===== config.mk =====
export PLATFORM = sky130hd
export DESIGN_NAME = seq_alu_core
export DESIGN_NICKNAME = d
export VERILOG_FILES = /design/src/rtl/seq_alu_core.sv
export SDC_FILE = /design/constraint.sdc
export NUM_CORES = 1
export LEC_CHECK = 0
export CORE_MARGIN = 5
export CORE_UTILIZATION = 53
export DETAILED_ROUTE_END_ITERATION = 6
export PLACE_DENSITY_LB_ADDON = 0.12
export SYNTH_ARGS = -nofsm -noshare
export SYNTH_HDL_FRONTEND = slang
export SYNTH_SLANG_ARGS = --single-unit
export TNS_END_PERCENT = 50

===== constraint.sdc =====
create_clock -name clk -period 2.9 [get_ports clk]
set_input_delay 0.58 -clock clk [delete_from_list [all_inputs] [get_ports clk]]
set_output_delay 0.58 -clock clk [all_outputs]
set_load 0.03 [all_outputs]

===== src/rtl/seq_alu_core.sv =====
// seq_alu_core: handshaked sequential ALU.
// Single-cycle logic/arith/compare ops, iterative one-bit-per-cycle shifts and,
// when SEQ_ALU_MUL_EN is defined, a WIDTH-iteration shift-add multiplier.
// Results and flags are registered and change only on entry to DONE.
module seq_alu_core #(
   parameter int WIDTH = 16
) (
   input  logic             clk,
   input  logic             rst_n,
   input  logic             in_valid,
   output logic             in_ready,
   input  logic [3:0]       alu_code,
   input  logic [WIDTH-1:0] reg_data1,
   input  logic [WIDTH-1:0] reg_data2,
   output logic             out_valid,
   input  logic             out_ready,
   output logic [WIDTH-1:0] accum,
   output logic             pc_branch,
   output logic             flag_z,
   output logic             flag_c,
   output logic             flag_v,
   output logic             flag_err
);

   localparam int SHW = $clog2(WIDTH);
   localparam int CW  = SHW + 1;

   localparam logic [3:0] OP_ADD = 4'b1000;
   localparam logic [3:0] OP_SUB = 4'b0100;
   localparam logic [3:0] OP_AND = 4'b0010;
   localparam logic [3:0] OP_OR  = 4'b0110;
   localparam logic [3:0] OP_XOR = 4'b1010;
   localparam logic [3:0] OP_SLL = 4'b0001;
   localparam logic [3:0] OP_SRL = 4'b0101;
   localparam logic [3:0] OP_BEQ = 4'b1100;
   localparam logic [3:0] OP_BLT = 4'b1101;
   localparam logic [3:0] OP_BGT = 4'b1110;
`ifdef SEQ_ALU_MUL_EN
   localparam logic [3:0] OP_MUL = 4'b1001;
`endif

   typedef enum logic [1:0] {IDLE, BUSY, DONE} state_t;

   // Two's-complement overflow of a+b: operands agree in sign, result does not.
   function automatic logic add_ovf(input logic signed [WIDTH-1:0] a,
                                    input logic signed [WIDTH-1:0] b,
                                    input logic signed [WIDTH-1:0] r);
      return (a[WIDTH-1] == b[WIDTH-1]) && (r[WIDTH-1] != a[WIDTH-1]);
   endfunction

   // Two's-complement overflow of a-b: operands differ in sign, result sign flips from a.
   function automatic logic sub_ovf(input logic signed [WIDTH-1:0] a,
                                    input logic signed [WIDTH-1:0] b,
                                    input logic signed [WIDTH-1:0] r);
      return (a[WIDTH-1] != b[WIDTH-1]) && (r[WIDTH-1] != a[WIDTH-1]);
   endfunction

   state_t           state_q, state_d;
   logic [3:0]       code_q, code_d;
   logic [WIDTH-1:0] work_q, work_d;
   logic [CW-1:0]    cnt_q, cnt_d;
   logic             out_valid_q, out_valid_d;
   logic [WIDTH-1:0] accum_q, accum_d;
   logic             pc_q, pc_d, z_q, z_d, c_q, c_d, v_q, v_d, err_q, err_d;

   logic [WIDTH:0]   sum_w, diff_w;
   logic [WIDTH-1:0] sc_res, shift_step;
   logic             sc_pc, sc_c, sc_v, sc_err, is_shift;

`ifdef SEQ_ALU_MUL_EN
   logic [2*WIDTH-1:0] prod_q, prod_d, prod_step;
   logic [WIDTH-1:0]   mcand_q, mcand_d;
   logic [WIDTH:0]     mul_sum;

   // One shift-add step: add multiplicand to the high half when the low bit is set, then shift right.
   assign mul_sum   = {1'b0, prod_q[2*WIDTH-1:WIDTH]} + (prod_q[0] ? {1'b0, mcand_q} : '0);
   assign prod_step = {mul_sum, prod_q[WIDTH-1:1]};
`endif

   assign sum_w      = {1'b0, reg_data1} + {1'b0, reg_data2};
   assign diff_w     = {1'b0, reg_data1} - {1'b0, reg_data2};
   assign is_shift   = (alu_code == OP_SLL) || (alu_code == OP_SRL);
   assign shift_step = (code_q == OP_SLL) ? (work_q << 1) : (work_q >> 1);
   assign in_ready   = (state_q == IDLE) && rst_n;

   // Single-cycle result and flags, evaluated straight from the presented operands.
   always_comb begin
      sc_res = '0;
      sc_pc  = 1'b0;
      sc_c   = 1'b0;
      sc_v   = 1'b0;
      sc_err = 1'b0;
      case (alu_code)
         OP_ADD: begin
            sc_res = sum_w[WIDTH-1:0];
            sc_c   = sum_w[WIDTH];
            sc_v   = add_ovf(reg_data1, reg_data2, sum_w[WIDTH-1:0]);
         end
         OP_SUB, OP_BEQ, OP_BLT, OP_BGT: begin
            sc_res = diff_w[WIDTH-1:0];
            sc_c   = diff_w[WIDTH];
            sc_v   = sub_ovf(reg_data1, reg_data2, diff_w[WIDTH-1:0]);
         end
         OP_AND:         sc_res = reg_data1 & reg_data2;
         OP_OR:          sc_res = reg_data1 | reg_data2;
         OP_XOR:         sc_res = reg_data1 ^ reg_data2;
         OP_SLL, OP_SRL: sc_err = 1'b0;
`ifdef SEQ_ALU_MUL_EN
         OP_MUL:         sc_err = 1'b0;
`endif
         default:        sc_err = 1'b1;
      endcase
      case (alu_code)
         OP_BEQ:  sc_pc = (reg_data1 == reg_data2);
         OP_BLT:  sc_pc = (reg_data1 <  reg_data2);
         OP_BGT:  sc_pc = (reg_data1 >  reg_data2);
         default: sc_pc = 1'b0;
      endcase
   end

   // Next-state logic: accept in IDLE, iterate in BUSY, hold the result in DONE.
   always_comb begin
      state_d     = state_q;
      code_d      = code_q;
      work_d      = work_q;
      cnt_d       = cnt_q;
      out_valid_d = out_valid_q;
      accum_d     = accum_q;
      pc_d        = pc_q;
      z_d         = z_q;
      c_d         = c_q;
      v_d         = v_q;
      err_d       = err_q;
`ifdef SEQ_ALU_MUL_EN
      prod_d      = prod_q;
      mcand_d     = mcand_q;
`endif
      case (state_q)
         IDLE: begin
            if (in_valid) begin
               code_d = alu_code;
               work_d = reg_data1;
               if (is_shift && (reg_data2[SHW-1:0] != '0)) begin
                  state_d = BUSY;
                  cnt_d   = {1'b0, reg_data2[SHW-1:0]};
`ifdef SEQ_ALU_MUL_EN
               end else if (alu_code == OP_MUL) begin
                  state_d = BUSY;
                  cnt_d   = CW'(WIDTH);
                  prod_d  = {{WIDTH{1'b0}}, reg_data1};
                  mcand_d = reg_data2;
`endif
               end else if (is_shift) begin
                  // Zero shift amount: the operand passes through unchanged.
                  state_d     = DONE;
                  out_valid_d = 1'b1;
                  accum_d     = reg_data1;
                  z_d         = (reg_data1 == '0);
                  pc_d        = 1'b0;
                  c_d         = 1'b0;
                  v_d         = 1'b0;
                  err_d       = 1'b0;
               end else begin
                  state_d     = DONE;
                  out_valid_d = 1'b1;
                  accum_d     = sc_res;
                  z_d         = !sc_err && (sc_res == '0);
                  pc_d        = sc_pc;
                  c_d         = sc_c;
                  v_d         = sc_v;
                  err_d       = sc_err;
               end
            end
         end
         BUSY: begin
            cnt_d = cnt_q - CW'(1);
`ifdef SEQ_ALU_MUL_EN
            if (code_q == OP_MUL) begin
               prod_d = prod_step;
               if (cnt_q == CW'(1)) begin
                  state_d     = DONE;
                  out_valid_d = 1'b1;
                  accum_d     = prod_step[WIDTH-1:0];
                  z_d         = (prod_step[WIDTH-1:0] == '0);
                  v_d         = |prod_step[2*WIDTH-1:WIDTH];
                  pc_d        = 1'b0;
                  c_d         = 1'b0;
                  err_d       = 1'b0;
               end
            end else
`endif
            begin
               work_d = shift_step;
               if (cnt_q == CW'(1)) begin
                  state_d     = DONE;
                  out_valid_d = 1'b1;
                  accum_d     = shift_step;
                  z_d         = (shift_step == '0);
                  v_d         = 1'b0;
                  pc_d        = 1'b0;
                  c_d         = 1'b0;
                  err_d       = 1'b0;
               end
            end
         end
         DONE: begin
            if (out_ready) begin
               state_d     = IDLE;
               out_valid_d = 1'b0;
            end
         end
         default: state_d = IDLE;
      endcase
   end

   // Control and visible result registers, cleared by reset.
   always_ff @(posedge clk) begin
      if (!rst_n) begin
         state_q     <= IDLE;
         cnt_q       <= '0;
         out_valid_q <= 1'b0;
         accum_q     <= '0;
         pc_q        <= 1'b0;
         z_q         <= 1'b0;
         c_q         <= 1'b0;
         v_q         <= 1'b0;
         err_q       <= 1'b0;
      end else begin
         state_q     <= state_d;
         cnt_q       <= cnt_d;
         out_valid_q <= out_valid_d;
         accum_q     <= accum_d;
         pc_q        <= pc_d;
         z_q         <= z_d;
         c_q         <= c_d;
         v_q         <= v_d;
         err_q       <= err_d;
      end
   end

   // Datapath working registers; only meaningful while BUSY, so left unreset.
   always_ff @(posedge clk) begin
      code_q  <= code_d;
      work_q  <= work_d;
`ifdef SEQ_ALU_MUL_EN
      prod_q  <= prod_d;
      mcand_q <= mcand_d;
`endif
   end

   assign out_valid = out_valid_q;
   assign accum     = accum_q;
   assign pc_branch = pc_q;
   assign flag_z    = z_q;
   assign flag_c    = c_q;
   assign flag_v    = v_q;
   assign flag_err  = err_q;

endmodule


* Yosys cells after proc, flatten, opt, wreduce, memory -nomap -nowiden
Cells that the tools add are included.
** Cells by class
- Add/sub/neg operators :: 3
- Magnitude comparators :: 2
- Equality and inequality tests :: 24
- Muxes and demuxes :: 48
- Bitwise logic cells :: 3
- Reductions and logical operators :: 21
** Operator list (number)
- two-way mux 16 bit :: 6
- one-hot mux 16 bit (5 select lines) :: 1
- one-hot mux 16 bit (2 select lines) :: 2
- logical NOT 16 bit :: 3
- two-way mux 1 bit :: 22
- equality test 4 bit (second input constant) :: 5
- adder 16 x 16 -> 17 bit :: 1
- subtractor 16 x 16 -> 17 bit :: 1
- bitwise AND 16 bit :: 1
- equality test 16 bit :: 1
- > comparator 16 bit :: 1
- less-than comparator 16 bit :: 1
- bitwise OR 16 bit :: 1
- XOR 16 bit :: 1
- one-hot mux 1 bit (2 select lines) :: 7
- equality test 4 x 3 -> 1 bit (second input constant) :: 3
- two-way mux 5 bit :: 2
- one-hot mux 5 bit (2 select lines) :: 1
- OR reduction 10 bit :: 1
- equality test 4 x 1 -> 1 bit (second input constant) :: 2
- two-way mux 2 bit :: 4
- != test 2 bit (second input constant) :: 4
- one-hot mux 1 bit (3 select lines) :: 2
- one-hot mux 2 bit (3 select lines) :: 1
- 19 further kinds :: 27
** Word-level totals
- Register bits :: 49
- Input port bits :: 40
- Output and inout port bits :: 23

* Depth between registers and ports, before layout
Gate-level depths: netlist (run 1).
- Depth after elaboration :: 9
- Gate-level depth with buffers :: 12
- Mapped depth without buffers :: 12

* Worst setup path before layout (run 1)
OpenSTA, ideal clock, no wires.
- Kind :: input-to-reg
- From :: in reg_data1[3]
- To :: reg pc_q, in the netlist pc_branch
- Arrival :: 3006 ps
- Data required time :: 2777 ps
- Slack :: -229 ps
- Stages :: 12
- Cells stage by stage :: inv_1 -> ha_1 -> clkbuf_1 -> nor3_1 -> o211ai_1 -> a31oi_1 -> nor2_1 -> o311ai_1 -> a21oi_1 -> mux2_2 -> a221oi_1 -> nor2b_1
** On the way
- Longest elaborated chain between the ends :: 6
- Elaborated cells on any way between the ends :: 8
- Classes of those cells :: order compare (2); eq/ne (1); mux (5)
** Ends and longest elaborated chain
- start, declared :: line 13 : input logic [WIDTH-1:0] reg_data1,
- > comparator 16 bit, or another cell as far along :: line 116 : OP_BGT: sc_pc = (reg_data1 > reg_data2);
- one-hot mux 1 bit (3 select lines) * :: line 113 : case (alu_code)
- two-way mux 1 bit * :: line 153 : end else if (is_shift) begin
- two-way mux 1 bit * :: line 143 : if (is_shift && (reg_data2[SHW-1:0] != '0)) begin
- two-way mux 1 bit * :: line 140 : if (in_valid) begin
- one-hot mux 1 bit (2 select lines) * :: line 138 : case (state_q)
- end signal, assigned :: line 233 : pc_q <= pc_d;
- end, declared :: line 64 : logic pc_q, pc_d, z_q, z_d, c_q, c_d, v_q, v_d, err_q, err_d;
Mark *: on every way between the ends. The rest lies on a longest branch, timed or not. The select of a mux whose other input is x is not followed.
A chain may end at the register's enable or synchronous reset.

* Worst setup path in the final report (run 1)
- From :: in alu_code[1]
- To :: reg accum_q[3], in the netlist accum[3]
** On the way
- Longest elaborated chain between the ends :: 7
- Elaborated cells on any way between the ends :: 20
- Classes of those cells :: eq/ne (11); mux (5); reduce/logical (4)
** Ends and longest elaborated chain
- start, declared :: line 12 : input logic [3:0] alu_code,
- equality test 4 bit or equality test 4 x 3 -> 1 bit (tied branches) :: line 93 : case (alu_code)
- OR reduction 4 bit
- one-hot mux 16 bit (5 select lines) :: line 93
- two-way mux 16 bit :: line 153
- two-way mux 16 bit :: line 143
- two-way mux 16 bit :: line 140
- one-hot mux 16 bit (2 select lines) :: line 138
- end signal, assigned :: line 232 : accum_q <= accum_d;
- end, declared :: line 63 : logic [WIDTH-1:0] accum_q, accum_d;
Parallel ways exist; a longest one is shown, timed or not. The select of a mux whose other input is x is not followed.

==> metrics.md, run 1 <==
| Metric | Value |
|---|---|
| Worst EP required | 3190 ps |
| GRT Total Usage | 0.393 |
| Max-slew headroom | 0.501 |
| DRC Markers | 0 |
| Final Cell Area | 8860 sq um |
| Filler Cell Count | 564 |
| Post-Syn Instances | 725 |
| Max H-tree Level | 2 |
| # IOs | 63 |
| Worst-path maximum fanout | 5 |
| Worst R2R Setup Slack | 640 ps |
| Largest cells by area after synthesis | ha_1 12%, edfxtp_1 11%, dfxtp_1 11% |
| FF-to-FF path depth | 8 |
| Min cycle time layout | 2940 ps |
| Seq cells post-synth | 49 |
| Clock tree buffer depth | 2 |
| PwrDens | 352 nW/um^2 |
| Initial antenna violation count | 0 |
| HP Start | accum[8] |
| Core ar. | 10200 sq um |
| Clock Skew | 8.07 ps |
| Inserted Clock Buffers | 5 |
| Outcome | complete, but fails checks |
| Total placed instance area | 7990 sq um |
| Number of global-route vias before repair | 7563 |
| Finished Layout Cells | 1147 |
| Routed vias/inst | 6.58 |
| Total gr overflow | 0 |
| RSZ-0062 raised after global routing | true |
| Hold depth | 2 |
| GPL Wtd Cong | 1.08 |
| Achievable Freq | 340 MHz |
| Root buf cell | clkbuf_8 |
| Hold endpoint | accum[8] |
| Failing checks | setup timing |
| Row Count | 37 |
| DP HPWL | 18500 microns |
| Kind of critical path | in2reg |
| Crit. End Element | register |
| Worst hold path type | reg2reg |
| Worst R2R End | flag_z |
| Count leader, synth | a21oi_1 |
| WL/cell | 22.6 microns |
| Worst reg2reg path startpoint | cnt_q[0] |
| Syn Nets | 820 |
| Layout Nets | 1105 |
| Die Area | 12500 sq um |
| Setup WS post-layout | -41.6 ps |
| FFs w/ async S/R, synth | 0 |
| Area grow syn2layout | 60.8% |
| Final period util | 1.01 |
| Clk_lat worst skew | 330 ps |
| Clock transition at path regs | 100 ps |
| Starting Density | 0.538 |
| Commonest cells in the netlist | 60 x a21oi_1, 58 x nand2_1, 56 x nor2_1 |
| Setup_tns | -77.9 ps |
| Pleak | 3.94 nW |
| Cell accounting for the most synthesized area | ha_1 |
| Post-route ant nets | 0 |
| Ant diodes | 0 |
| Ys flop type | dfxtp_1 |
| Slew @ Worst Pin | 746 ps |
| Cell total after placement | 1113 |
| Count of final hold-check violations | 0 |
| Die width | 112 microns |
| CTS tree | done |
| Layout cells sized above 1 | 0.403 |
| Post-Route WL | 25900 microns |
| Die Y-Extent | 112 microns |
| Post-synthesis sequential area ratio | 0.214 |
| Post-synth top area share | 0.120 |
| Worst vdd ir | 324 uV |
| First-pass GRT wire length | 39500 microns |
| Fin. max-slew vios | 0 |
| DRT iter0 DRCs | 1081 |
| Drt first pass iters | 6 |
| Largest net degree at the start of global routing | 31 |
| Clock Sinks | 49 |
| Port bufs | 62 |
| Syn_area_per_cell | 7.60 sq um |
| Number of synthesized flops with an enable pin | 20 |
| Fin util | 0.866 |
| Startpoint Class | primary input |
| Cell area after synthesis | 5510 sq um |
| # Max-Cap Violations | 0 |
| # setup viols final | 4 |
| CP arrival | 3230 ps |
| Netlist cell types | 77 |
| Synth warn | 0 |
| DR vias | 7544 |
-- state kept, by name, indices dropped and copies added (netlist names) --
register	count
accum	16
work_q	16
cnt_q	5
code_q	4
state_q	2
flag_c	1
flag_err	1
flag_v	1
flag_z	1
out_valid	1
pc_branch	1
-- worst max-delay path by stage --
stage	start	to	slack [ps]	depth (start not counted)
after floorplan	reg_data1[5]	flag_z	7	12
after global placement	reg_data2[2]	flag_z	-780	14
after detailed placement	reg_data2[2]	accum[9]	-810	14
after CTS	reg_data2[0]	flag_z	-7	12
after global routing	reg_data1[3]	flag_z	-120	12
final	alu_code[1]	accum[3]	-40	13
-- power breakdown --
part / switching [mW] / total (mW) / internal (mW) / leakage [nW]
Clock: 0.278 / 0.559 / 0.281 / 0.0574
Combinational: 0.905 / 1.72 / 0.814 / 3.46
Sequential: 0.0498 / 0.840 / 0.790 / 0.431
Total: 1.23 / 3.12 / 1.89 / 3.94
-- metal layers --
layer,vias to the layer above,routed length (microns),GRT usage
met2,565,11900,0.668
li1,3277,-,-
met4,0,2010,0.240
met1,3517,9460,0.450
met3,185,2520,0.0842
met5,-,0,0
-- layout make-up --
cell class / count / area [sq um] / share of cell area
Clock inverter: 2 / 37.5 / 0.00424
Inverter: 51 / 191 / 0.0216
Clock buffer: 6 / 82.6 / 0.00932
Sequential cell: 49 / 1180 / 0.133
Multi-Input combinational cell: 575 / 4540 / 0.512
Tap cell: 136 / 170 / 0.0192
Timing Repair Buffer: 328 / 2660 / 0.300
-- critical path, cell delays in order --
cell and delay (ps):
clkdlybuf4s50_1 580, buf_4 180, nor3b_1 310, buf_4 210, buf_4 110, a21oi_1 70, o21ai_0 360, a21oi_2 130
buf_4 160, a21oi_1 210, o21ai_0 100, nand2_1 80, o211a_1 130
-- through the flow --
stage          setup slack, ps  hold WS [ps]  total power [mW]
2_1_floorplan             6.75           495              1.56
3_3_place_gp              -776           454              2.26
3_5_place_dp              -809           465              2.30
4_1_cts                  -7.01           480              2.98
5_1_grt                   -124           498              3.25
6_report                 -41.6           478              3.12
-- cell usage in the layout (no fill, tap or decap), types with 20 or more instances in the layout --
master,count
buf_4,257
nand2_1,57
a21oi_1,53
nor2_1,51
o21ai_0,46
ha_1,35
clkdlybuf4s50_1,34
inv_1,32
dfxtp_1,29
edfxtp_1,20
-- logic make-up after synthesis --
logic type	synth area share
buffers and inverters	0.0706
DFF	0.214
and+or+nand+nor	0.211
AOI/OAI and AO/OA	0.330
adders and majority gates	0.128
muxes	0.0388
xor gates and xnor gates	0.00795
-- repair_timing --
item | 4_1_cts | 5_1_grt
pin swaps | 42 | 23
setup buffers | 18 | 10
endpoints found under the setup margin | 16 | 15
hold buffers | 0 | 0
gates resized for setup | 152 | 43
(Power assumes the default switching activity.)
==> inputs of run 2 (changes only) <==
- TNS_END_PERCENT: 50 -> default
==> run 2 against run 1 <==
  * The flow still finishes with violations (setup timing)
  * Worst setup slack improved by 14 ps
  * Power is essentially flat
  * Die area did not move
  * Clock skew about the same
  * Flip-flop and latch count unchanged
  * Core utilization hardly changed
  * Global-route usage unchanged
  * Clock-buffer cell count stayed put
  * First-iteration DRC count down 6.6%
  * Via count shrank 0.30%
  * Register-to-register slack gained 30 ps
  * Sequential power barely moved
  * Critical endpoint is now flag_z
==> metrics.md, run 2 (synthesis gave the netlist of run 1 again) <==
| Metric | Value |
|---|---|
| Min cycle time layout | 2930 ps (was 2940 ps) |
| Die width | 112 microns (unchanged) |
| DR vias | 7521 (was 7544) |
| Root buf cell | clkbuf_8 (unchanged) |
| Placement Setup Slack | -809 ps (unchanged) |
| Count of final hold-check violations | 0 (unchanged) |
| Most common cell after layout, fill and taps aside | buf_4 (unchanged) |
| CTS tree | done (unchanged) |
| Die Area | 12500 sq um (unchanged) |
| Startpoint Class | primary input (unchanged) |
| Worst EP required | 3160 ps (was 3190 ps) |
| Number of global-route vias before repair | 7563 (unchanged) |
| Post-Route WL | 25900 microns (about the same) |
| PwrDens | 352 nW/um^2 (about the same) |
| GRT Total Usage | 0.393 (unchanged) |
| Routed vias/inst | 6.56 (was 6.58) |
| Initial antenna violation count | 0 (unchanged) |
| Worst-path maximum fanout | 5 (unchanged) |
| Failing checks | setup timing (unchanged) |
| Area grow syn2layout | 60.9% (was 60.8%) |
| Row Count | 37 (unchanged) |
| Max-slew headroom | 0.481 (was 0.501) |
| Drt first pass iters | 6 (unchanged) |
| Filler Cell Count | 564 (unchanged) |
| Multi-input gate area | 4540 sq um (about the same) |
| CP arrival | 3180 ps (was 3230 ps) |
| DRC Markers | 0 (unchanged) |
| Hold depth | 2 (unchanged) |
| Finished Layout Cells | 1147 (unchanged) |
| Pleak | 3.94 nW (about the same) |
| Clock tree buffer depth | 2 (unchanged) |
| Most frequent cells in the layout | 257 x buf_4, 57 x nand2_1, 52 x a21oi_1, 51 x nor2_1, 44 x o21ai_0 (was 257 x buf_4, 57 x nand2_1, 53 x a21oi_1, 51 x nor2_1, 46 x o21ai_0) |
| # Max-Cap Violations | 0 (unchanged) |
| Port bufs | 62 (unchanged) |
| Clock Skew | 7.89 ps (was 8.07 ps) |
| Ant diodes | 0 (unchanged) |
| DRT iter0 DRCs | 1010 (was 1081) |
| Total gr overflow | 0 (unchanged) |
| Total power draw | 3.12 mW (about the same) |
| Inserted Clock Buffers | 5 (unchanged) |
| Layout Nets | 1105 (unchanged) |
| Setup WS post-layout | -27.2 ps (was -41.6 ps) |
| FF-to-FF path depth | 8 (unchanged) |
| DP HPWL | 18500 microns (unchanged) |
| # IOs | 63 (unchanged) |
| Worst hold path type | reg2reg (unchanged) |
| Clk_lat worst skew | 340 ps (was 330 ps) |
| Die Y-Extent | 112 microns (unchanged) |
| Cell total after placement | 1113 (unchanged) |
| Achievable Freq | 342 MHz (was 340 MHz) |
| Final Cell Area | 8860 sq um (about the same) |
| # setup viols final | 3 (was 4) |
| Outcome | complete, but fails checks (unchanged) |
| Crit. End Element | register (unchanged) |
| Post-route ant nets | 0 (unchanged) |
| Core ar. | 10200 sq um (unchanged) |
| Max H-tree Level | 2 (unchanged) |
| Kind of critical path | in2reg (unchanged) |
| Post-CTS Hold Fix Bufs | 0 (unchanged) |
| Clock Sinks | 49 (unchanged) |
| Worst vdd ir | 322 uV (was 324 uV) |
| First-pass GRT wire length | 39500 microns (unchanged) |
| Starting Density | 0.538 (unchanged) |
| Storage element area | 1180 sq um (unchanged) |
| WL/cell | 22.6 microns (about the same) |
| GPL Wtd Cong | 1.08 (unchanged) |
| Layout cells sized above 1 | 0.404 (was 0.403) |
| Total placed instance area | 7990 sq um (unchanged) |
| RSZ-0062 raised after global routing | true (unchanged) |
| Fin util | 0.866 (about the same) |
| Slew @ Worst Pin | 776 ps (was 746 ps) |
| Largest net degree at the start of global routing | 31 (unchanged) |
| Fin. max-slew vios | 0 (unchanged) |
| Final period util | 1.01 (about the same) |
| Clock transition at path regs | 100 ps (about the same) |
==> run 2: cell types whose count changed in the layout (fill, tap and decap cells not counted) <==
cell | previous run | this run
a21oi_1 | 53 | 52
a21oi_2 | 7 | 8
o21ai_0 | 46 | 44
o21ai_1 | 2 | 4
==> run 2: area by class of cell <==
| class | instances | share of cell area |
|---|---|---|
| flip-flops and latches | 49 | 0.133 |
| inverters | 51 | 0.0216 |
| multi-input cells | 575 | 0.512 |
| well taps | 136 | 0.0192 |
| clock inverters | 2 | 0.00424 |
| clock buffers | 6 | 0.00932 |
| repair buffers | 328 | 0.300 |
==> run 2: per-layer routing <==
metal / vias up / routed length (microns) / GRT usage
li1: 3274 / - / -
met1: 3466 / 9210 / 0.450
met2: 576 / 11900 / 0.668
met3: 205 / 2680 / 0.0842
met4: 0 / 2110 / 0.240
met5: - / 0 / 0
==> run 2: worst max-delay path, stage by stage <==
cell and delay (ps):
dlygate4sd2_1 280, buf_4 180, ha_1 280, o311ai_1 320
buf_4 180, o2111ai_4 140, a221o_1 370, a221oi_2 250
o32ai_2 130, nor2_1 160, nand4_1 100, o31ai_1 190
==> run 2: path summary, 6_finish.rpt <==
kind                startpoint  slack (ps)       end
hold reg to reg       accum[8]         480  accum[8]
setup reg to reg      cnt_q[0]         670    flag_z
hold / removal        accum[8]         480  accum[8]
setup / recovery  reg_data1[8]         -30    flag_z
==> run 2: metrics by stage <==
| stage | TNS, ps | hold slack [ps] |
|---|---|---|
| after floorplan | 0 | 495 |
| after global placement | -10080 | 454 |
| after detailed placement | -11320 | 465 |
| after CTS | -7.01 | 480 |
| after global routing | -392 | 498 |
| final | -54.7 | 478 |
==> run 2: repair_timing <==
| item | 4_1_cts | 5_1_grt |
|---|---|---|
| pin swaps | 42 | 23 |
| setup buffers | 18 | 10 |
| resized for setup | 152 | 46 |
| hold endpoints to repair | 0 | 0 |
| setup endpoints to repair | 16 | 15 |
==> run 2: power breakdown <==
part / switching (mW) / total [mW] / internal [mW]
Sequential: 0.0502 / 0.841 / 0.790
Combinational: 0.904 / 1.72 / 0.814
Clock: 0.279 / 0.560 / 0.281
==> inputs of run 3 (changes only) <==
- HOLD_SLACK_MARGIN: default -> 0.12
- PLACE_DENSITY: default -> 0.84
- PLACE_DENSITY_LB_ADDON: 0.12 -> default
==> run 3 against run 2 <==
  * Clock power decreased by 5.4%
  * Clock-buffer cell count fell by 1
  * Die area is the same
  * Register-to-register slack worse by 180 ps
  * Sequential power grew 0.5%
  * The flow finishes with violations (DRC, setup timing)
  * Largest power group unchanged
  * Critical path depth is 2 higher
  * Clock skew up 2.3 ps
  * Combinational power grew 5%
  * Highest routed layer unchanged
==> metrics.md, run 3 (synthesis gave the netlist of run 1 again) <==
| Metric | Value |
|---|---|
| Outcome | complete, but fails checks (unchanged) |
| Failing checks | DRC, setup timing (was setup timing) |
| Clk_lat worst skew | 330 ps (was 340 ps) |
| Pleak | 3.93 nW (was 3.94 nW) |
| Worst EP required | 3150 ps (was 3160 ps) |
| DRT iter0 DRCs | 1093 (was 1010) |
| Worst-path maximum fanout | 4 (was 5) |
| GR peak layer | met2 (unchanged) |
| Area grow syn2layout | 62.6% (was 60.9%) |
| Max-slew headroom | 0.466 (was 0.481) |
| Clock Sinks | 49 (unchanged) |
| GPL Wtd Cong | 1.04 (was 1.08) |
| Starting Density | 0.538 (unchanged) |
| Hold_ws | 482 ps (was 478 ps) |
| Worst reg2reg path startpoint | cnt_q[1] (was cnt_q[0]) |
| DP HPWL | 18300 microns (was 18500 microns) |
| GRT Total Usage | 0.388 (was 0.393) |
| Port bufs | 62 (unchanged) |
| Drt first pass iters | 7 (was 6) |
| Startpoint Class | primary input (unchanged) |
| Ant diodes | 0 (unchanged) |
| Layout Nets | 1097 (was 1105) |
| Largest net degree at the start of global routing | 31 (unchanged) |
| HP Start | accum[15] (was accum[8]) |
| GR Layer Usage met3 | 0.0777 (was 0.0842) |
| # setup viols final | 7 (was 3) |
| Crit. End Element | register (unchanged) |
| Post-Route WL | 27700 microns (was 25900 microns) |
| Count of final hold-check violations | 0 (unchanged) |
| DR vias | 7760 (was 7521) |
| Total power draw | 3.18 mW (was 3.12 mW) |
| Min cycle time layout | 2990 ps (was 2930 ps) |
| Die width | 112 microns (unchanged) |
| Routed vias/inst | 6.81 (was 6.56) |
| DRC Markers | 2 (was 0) |
| Clock Skew | 10.2 ps (was 7.89 ps) |
| Clock tree buffer depth | 2 (unchanged) |
| Worst R2R End | flag_z (unchanged) |
| Die Y-Extent | 112 microns (unchanged) |
| Post-CTS Hold Fix Bufs | 0 (unchanged) |
| Routing usage on met1 | 0.454 (was 0.450) |
| CTS tree | done (unchanged) |
| Total gr overflow | 0 (unchanged) |
| Kind of critical path | in2reg (unchanged) |
| Row Count | 37 (unchanged) |
| Achievable Freq | 334 MHz (was 342 MHz) |
| Number of global-route vias before repair | 7354 (was 7563) |
| Slew @ Worst Pin | 799 ps (was 776 ps) |
| RSZ-0062 raised after global routing | true (unchanged) |
| GRT met2 Usage | 0.651 (was 0.668) |
| Most common cell after layout, fill and taps aside | buf_4 (unchanged) |
| Finished Layout Cells | 1139 (was 1147) |
| # IOs | 63 (unchanged) |
| Core ar. | 10200 sq um (unchanged) |
| Hold endpoint | accum[15] (was accum[8]) |
| Fin util | 0.876 (was 0.866) |
| CP arrival | 3240 ps (was 3180 ps) |
| Hold depth | 2 (unchanged) |
| Fin. max-slew vios | 0 (unchanged) |
| Most frequent cells in the layout | 247 x buf_4, 57 x nand2_1, 52 x nor2_1, 48 x a21oi_1, 40 x o21ai_0 (was 257 x buf_4, 57 x nand2_1, 52 x a21oi_1, 51 x nor2_1, 44 x o21ai_0) |
| FF-to-FF path depth | 9 (was 8) |
| Setup WS post-layout | -92.0 ps (was -27.2 ps) |
| PwrDens | 355 nW/um^2 (was 352 nW/um^2) |
| Worst hold path type | reg2reg (unchanged) |
| Root buf cell | clkbuf_8 (unchanged) |
| First-pass GRT wire length | 39000 microns (was 39500 microns) |
| Initial antenna violation count | 0 (unchanged) |
| WL/cell | 24.3 microns (was 22.6 microns) |
| Clock transition at path regs | 100 ps (about the same) |
| Worst vdd ir | 342 uV (was 322 uV) |
| # Max-Cap Violations | 0 (unchanged) |
| Cell total after placement | 1101 (was 1113) |
| Layout cells sized above 1 | 0.419 (was 0.404) |
| Final period util | 1.03 (was 1.01) |
| Die Area | 12500 sq um (unchanged) |
| Inserted Clock Buffers | 5 (unchanged) |
| Worst R2R Setup Slack | 490 ps (was 670 ps) |
| Max H-tree Level | 2 (unchanged) |
| Post-route ant nets | 0 (unchanged) |
| Placement Setup Slack | -926 ps (was -809 ps) |
[run 3: changes by cell type in the layout (fill, tap and decap cells not counted), sizes merged]
cell	change
clkdlybuf4s15	-1
dlygate4sd2	-2
buf	-11
clkinv	+1
clkdlybuf4s50	+1
dlymetal6s2s	-1
clkbuf	+5
[run 3: worst max path at each step]
stage | from | slack [ps] | cells past startpoint | endpoint
finish | reg_data2[1] | -90 | 14 | flag_z
global route | reg_data1[4] | -180 | 13 | flag_z
detailed placement | reg_data1[1] | -930 | 13 | flag_z
global placement | reg_data1[1] | -950 | 13 | flag_z
CTS | reg_data2[2] | -40 | 13 | flag_z
floorplan | reg_data1[5] | 7 | 12 | flag_z
[run 3: cell type report]
cell class / instances / area, sq um
clock buffer: 5 / 68.8
clock inverter: 3 / 41.3
fill: 527 / 1270
inverter: 51 / 191
multi-input combinational: 575 / 4730
sequential: 49 / 1180
tap: 136 / 170
timing repair buffer: 320 / 2570
[run 3: stage by stage]
stage / setup TNS (ps) / area, sq um
final: -230 / 8960
after global routing: -1020 / 8960
after CTS: -40.4 / 8550
after detailed placement: -14340 / 7880
after global placement: -12260 / 7880
after floorplan: 0 / 5580
[run 3: worst max-delay path, cell delays in order]
cell	delay, ps
clkdlybuf4s15_2	230
buf_6	150
fa_2	390
o21bai_4	170
a2111oi_4	90
buf_4	170
buf_4	140
o211ai_1	230
o21ai_2	100
a2bb2oi_4	150
nand4b_1	260
nor4b_4	280
nand4_1	120
o31ai_1	180
[run 3: repair_timing]
| item | in CTS | in global routing |
|---|---|---|
| gates resized for setup | 139 | 94 |
| setup buffers | 18 | 13 |
| setup endpoints to repair | 19 | 20 |
| pin swaps | 42 | 50 |
[run 3: metal layers]
| layer | wire, microns | up-vias |
|---|---|---|
| met5 | 0 | - |
| met1 | 9640 | 3593 |
| met2 | 12400 | 687 |
| met3 | 3030 | 224 |
| li1 | - | 3256 |
| met4 | 2590 | 0 |
[run 3: power breakdown]
part / switching [mW] / total, mW / internal, mW
clock network: 0.275 / 0.530 / 0.255
registers: 0.0543 / 0.845 / 0.791
logic: 0.969 / 1.80 / 0.835
